### src/rtl/data_bus_xbar.sv
// Registered 11x11 byte crossbar: each destination register loads the source named by its 4-bit selector.
// Optional XBAR_SEL_ERR_EN adds a registered sel_err flag for reserved selector codes 11-14.
module data_bus_xbar #(
  parameter int unsigned WIDTH = 8
) (
  input  logic             clk,
  input  logic             reset,
  input  logic [WIDTH-1:0] pc_in,
  input  logic [WIDTH-1:0] sp_in,
  input  logic [WIDTH-1:0] add_in,
  input  logic [WIDTH-1:0] x_in,
  input  logic [WIDTH-1:0] y_in,
  input  logic [WIDTH-1:0] stat_in,
  input  logic [WIDTH-1:0] mem_in,
  input  logic [WIDTH-1:0] imm_in,
  input  logic [WIDTH-1:0] fetch_in,
  input  logic [WIDTH-1:0] decode_in,
  input  logic [WIDTH-1:0] alu_in,
  input  logic [3:0]       pc_selector,
  input  logic [3:0]       sp_selector,
  input  logic [3:0]       add_selector,
  input  logic [3:0]       x_selector,
  input  logic [3:0]       y_selector,
  input  logic [3:0]       stat_selector,
  input  logic [3:0]       mem_selector,
  input  logic [3:0]       fetch_selector,
  input  logic [3:0]       decode_selector,
  input  logic [3:0]       alu0_selector,
  input  logic [3:0]       alu1_selector,
  output logic [WIDTH-1:0] pc_out,
  output logic [WIDTH-1:0] sp_out,
  output logic [WIDTH-1:0] add_out,
  output logic [WIDTH-1:0] x_out,
  output logic [WIDTH-1:0] y_out,
  output logic [WIDTH-1:0] stat_out,
  output logic [WIDTH-1:0] mem_out,
  output logic [WIDTH-1:0] fetch_out,
  output logic [WIDTH-1:0] decode_out,
  output logic [WIDTH-1:0] alu0_out,
  output logic [WIDTH-1:0] alu1_out
`ifdef XBAR_SEL_ERR_EN
  ,
  output logic             sel_err
`endif
);

  localparam int unsigned SEL_W     = 4;
  localparam int unsigned NUM_SRC   = 11;
  localparam int unsigned NUM_DST   = 11;
  localparam int unsigned NUM_CODES = 16;

  localparam logic [SEL_W-1:0] SEL_HOLD = 4'd15;

  // Source table indexed directly by selector code; codes 11-15 read zero (15 is overridden by hold).
  logic [WIDTH-1:0] src_c [NUM_CODES];
  logic [SEL_W-1:0] sel_c [NUM_DST];
  logic [WIDTH-1:0] dst_d [NUM_DST];
  logic [WIDTH-1:0] dst_q [NUM_DST];

  always_comb begin
    for (int i = 0; i < int'(NUM_CODES); i++) begin
      src_c[i] = '0;
    end
    src_c[0]  = pc_in;
    src_c[1]  = sp_in;
    src_c[2]  = add_in;
    src_c[3]  = x_in;
    src_c[4]  = y_in;
    src_c[5]  = stat_in;
    src_c[6]  = mem_in;
    src_c[7]  = imm_in;
    src_c[8]  = fetch_in;
    src_c[9]  = decode_in;
    src_c[10] = alu_in;
  end

  always_comb begin
    sel_c[0]  = pc_selector;
    sel_c[1]  = sp_selector;
    sel_c[2]  = add_selector;
    sel_c[3]  = x_selector;
    sel_c[4]  = y_selector;
    sel_c[5]  = stat_selector;
    sel_c[6]  = mem_selector;
    sel_c[7]  = fetch_selector;
    sel_c[8]  = decode_selector;
    sel_c[9]  = alu0_selector;
    sel_c[10] = alu1_selector;
  end

  always_comb begin
    for (int d = 0; d < int'(NUM_DST); d++) begin
      dst_d[d] = dst_q[d];
      if (sel_c[d] != SEL_HOLD) begin
        dst_d[d] = src_c[sel_c[d]];
      end
    end
  end

  always_ff @(posedge clk or posedge reset) begin
    if (reset) begin
      for (int d = 0; d < int'(NUM_DST); d++) begin
        dst_q[d] <= '0;
      end
    end else begin
      for (int d = 0; d < int'(NUM_DST); d++) begin
        dst_q[d] <= dst_d[d];
      end
    end
  end

  assign pc_out     = dst_q[0];
  assign sp_out     = dst_q[1];
  assign add_out    = dst_q[2];
  assign x_out      = dst_q[3];
  assign y_out      = dst_q[4];
  assign stat_out   = dst_q[5];
  assign mem_out    = dst_q[6];
  assign fetch_out  = dst_q[7];
  assign decode_out = dst_q[8];
  assign alu0_out   = dst_q[9];
  assign alu1_out   = dst_q[10];

`ifdef XBAR_SEL_ERR_EN
  logic sel_err_d;
  logic sel_err_q;

  // Flags any destination whose selector holds a reserved code this cycle.
  always_comb begin
    sel_err_d = 1'b0;
    for (int d = 0; d < int'(NUM_DST); d++) begin
      if ((sel_c[d] >= SEL_W'(NUM_SRC)) && (sel_c[d] != SEL_HOLD)) begin
        sel_err_d = 1'b1;
      end
    end
  end

  always_ff @(posedge clk or posedge reset) begin
    if (reset) begin
      sel_err_q <= 1'b0;
    end else begin
      sel_err_q <= sel_err_d;
    end
  end

  assign sel_err = sel_err_q;
`endif

endmodule

### config.mk
export PLATFORM = sky130hd
export DESIGN_NAME = data_bus_xbar
export DESIGN_NICKNAME = d
export VERILOG_FILES = /design/src/rtl/data_bus_xbar.sv
export SDC_FILE = /design/constraint.sdc
export NUM_CORES = 1
export LEC_CHECK = 0
export CELL_PAD_IN_SITES_DETAIL_PLACEMENT = 1
export CELL_PAD_IN_SITES_GLOBAL_PLACEMENT = 1
export CORE_MARGIN = 2
export CORE_UTILIZATION = 38
export DETAILED_ROUTE_END_ITERATION = 10
export PLACE_DENSITY_LB_ADDON = 0.1
export SETUP_SLACK_MARGIN = 0.3
export SLEW_MARGIN = 20
export SYNTH_ARGS = -nofsm -noshare
export SYNTH_HDL_FRONTEND = slang
export SYNTH_SLANG_ARGS = --single-unit
### constraint.sdc
create_clock -name clk -period 3.4 [get_ports clk]
set_clock_uncertainty 0.2 [all_clocks]
set_input_delay 0.85 -clock clk [delete_from_list [all_inputs] [get_ports clk]]
set_output_delay 0.85 -clock clk [all_outputs]
set_load 0.005 [all_outputs]
==> reports/metrics.cfg <==
[route]
drc = 0
dr_total_vias = 12500
routed_via_density = 7.07
drt_iter0_drc = 1916
wl_um = 60000
first_pass_iters = 6
routedWlPerCell_um = 34.0
drtAntennaViolNets = 0

[yosys]
ys_warn_count = 0
synth.net_count = 1349
synth-edff-count = 0
async_reset_ff_frac = 1.00
ys_ff_latch = 88
ys_seq_area_frac = 0.187
synth_cells = 1215
synthTopCellsByCount = mux2i_1, mux4_2, nand2_1
synth.distinct_cells = 26
synth.avg_cell_area_um2 = 9.68
netlist_area_mm2 = 0.0118
synth_ff_type = dfrtp_1
yosysTopAreaCell = mux4_2
synthTopCellsByArea = mux4_2, dfrtp_1, mux2i_1, nand2_1, o21ai_0
synth_top_area_frac = 0.293
yosysMostFrequentCell = mux2i_1

[floorplanning]
initial_utilization = 0.386
io_pins = 222
die_h_um = 180
rows = 64
die_w_um = 180
dieArea_mm2 = 0.0324
core_area_mm2 = 0.0305

[setup_path]
cp.required_ps = 3460
cp_max_fo = 11
critPathKind = in2reg
critPathArrivalTime_ps = 2910
ff2ff_setup_slack_ps = 2230
r2r-start = fetch_out[3]$_DFFE_PP0P_
start_kind = input port
startpoint = stat_in[1]
end_kind = register

[cts]
cts_buffer_depth = 2
clock_sinks = 88
post-cts-setup-buffer-count = 0
ctsHoldBuffers = 0
clock_latency_ps = 370
cts-buffers-inserted = 9
path_clk_slew_ps = 80
cts_tree = done
clockRootBuffer = clkbuf_16
h-tree-depth = 3
cts.repair.resized = 0

[global_route]
grt_pass1_vias = 12800
grt_pass1_wl_um = 87100
gr-total-overflow = 0
grt_start_max_net_pins = 89
gr-usage-all-layers = 0.367
antenna_found_initial = 8

[sta]
post-route-min-period_ps = 2850
slew_headroom = 0.441
setup_viol = 0
final-hold-violation-count = 0
tns_ps = 0
worst_slew_pin_slew_ps = 837
rsz0062_at_grt = false
fmax_ghz = 0.351
fin_crit_sh = 0.838
slew_viol_final = 0

[min_path]
hp-start = decode_out[2]$_DFFE_PP0P_
hold_class = reg2reg

[finish]
final_nets = 1495
drive_gt1_frac = 0.269
instances_no_fill = 1765
postLayoutCellArea_mm2 = 0.0149
fin_util = 0.488
area_growth_pct = 26.6

[power_and_ir_drop]
power.density_mw_per_mm2 = 296
p_leak_uw = 0.00606
peakVddDrop_v = 0.000223

[flow_run]
drv_cap = 0

[outcome]
outcome = complete, no violations

[placed_design]
port_buffers = 221
place_hpwl_um = 37400
place_congestion = 0.983
placed_area_mm2 = 0.0146
placed_cells = 1746

## worst max-delay path, stage by stage
cell,delay (ps)
clkdlybuf4s50_1,840
buf_4,330
mux4_2,440
mux2i_1,150
nor2_1,60
a31o_2,230
## kinds of logic (layout without fill, tap and decap cells)
group / after synthesis / in the layout / share of synthesized area
compound gates: 292 / 292 / 0.165
buf+inv: 222 / 373 / 0.0904
flops: 88 / 88 / 0.187
mux: 352 / 352 / 0.469
other cells: 0 / 3 / 0
simple gates: 261 / 261 / 0.0885
## placed cells by master (no fill, tap or decap), types with 5 or more instances in the layout
| master | instances |
|---|---|
| mux4_1 | 5 |
| buf_4 | 120 |
| and2_1 | 10 |
| buf_12 | 15 |
| a31o_1 | 17 |
| a21oi_1 | 62 |
| mux2i_1 | 194 |
| a211oi_1 | 18 |
| clkbuf_16 | 9 |
| a221o_1 | 8 |
| nand2_1 | 150 |
| a21bo_2 | 18 |
| nor2_1 | 88 |
| clkdlybuf4s50_1 | 220 |
| a31o_2 | 45 |
| nor2b_1 | 10 |
| o21ai_0 | 106 |
| mux4_2 | 153 |
| a221oi_1 | 18 |
| dfrtp_1 | 88 |
## report_power, final
part / leakage, uW / internal (uW) / switching, uW
Sequential: 0.00108 / 1170 / 89.8
Combinational: 0.00485 / 1060 / 1070
Clock: 0.000136 / 514 / 510
Total: 0.00606 / 2740 / 1670
## per-layer routing
layer  routed length (um)  share of wire  GRT usage  vias to the layer above
li1                     -              -          -                     4863
met2                26000           0.43      0.549                     1120
met1                21300           0.35      0.461                     6186
met3                 8400           0.14      0.123                      301
met4                 4320          0.072      0.223                        4
met5                   65         0.0011          0                        -
## layout make-up
class                      count  area (um^2)
sequential                    88         2200
multi-input combinational    905         8500
fill                        3375        15600
inverter                       1         7.51
antenna                        3         7.51
tap                          396          495
clock buffer                  12          246
clock inverter                 4         20.0
timing repair buffer         356         3410
## path summary, 6_finish.rpt
path,cells past startpoint,end
setup / recovery,6,alu0_out[1]$_DFFE_PP0P_
max in group asynchronous,3,decode_out[6]$_DFFE_PP0P_
min in group asynchronous,3,alu0_out[7]$_DFFE_PP0P_
hold / removal,1,decode_out[2]$_DFFE_PP0P_
hold reg to reg,1,decode_out[2]$_DFFE_PP0P_
setup reg to reg,3,fetch_out[3]$_DFFE_PP0P_
## through the flow
stage / hold WS (ps) / worst slack, ps / power [uW]
final: 323 / 551 / 4410
after global routing: 342 / 566 / 4550
after CTS: 320 / 680 / 4370
after detailed placement: 303 / 288 / 3340
after global placement: 298 / 287 / 3310
after floorplan: 302 / 1000 / 2390
No activity file was read; power rests on OpenSTA's default activity.
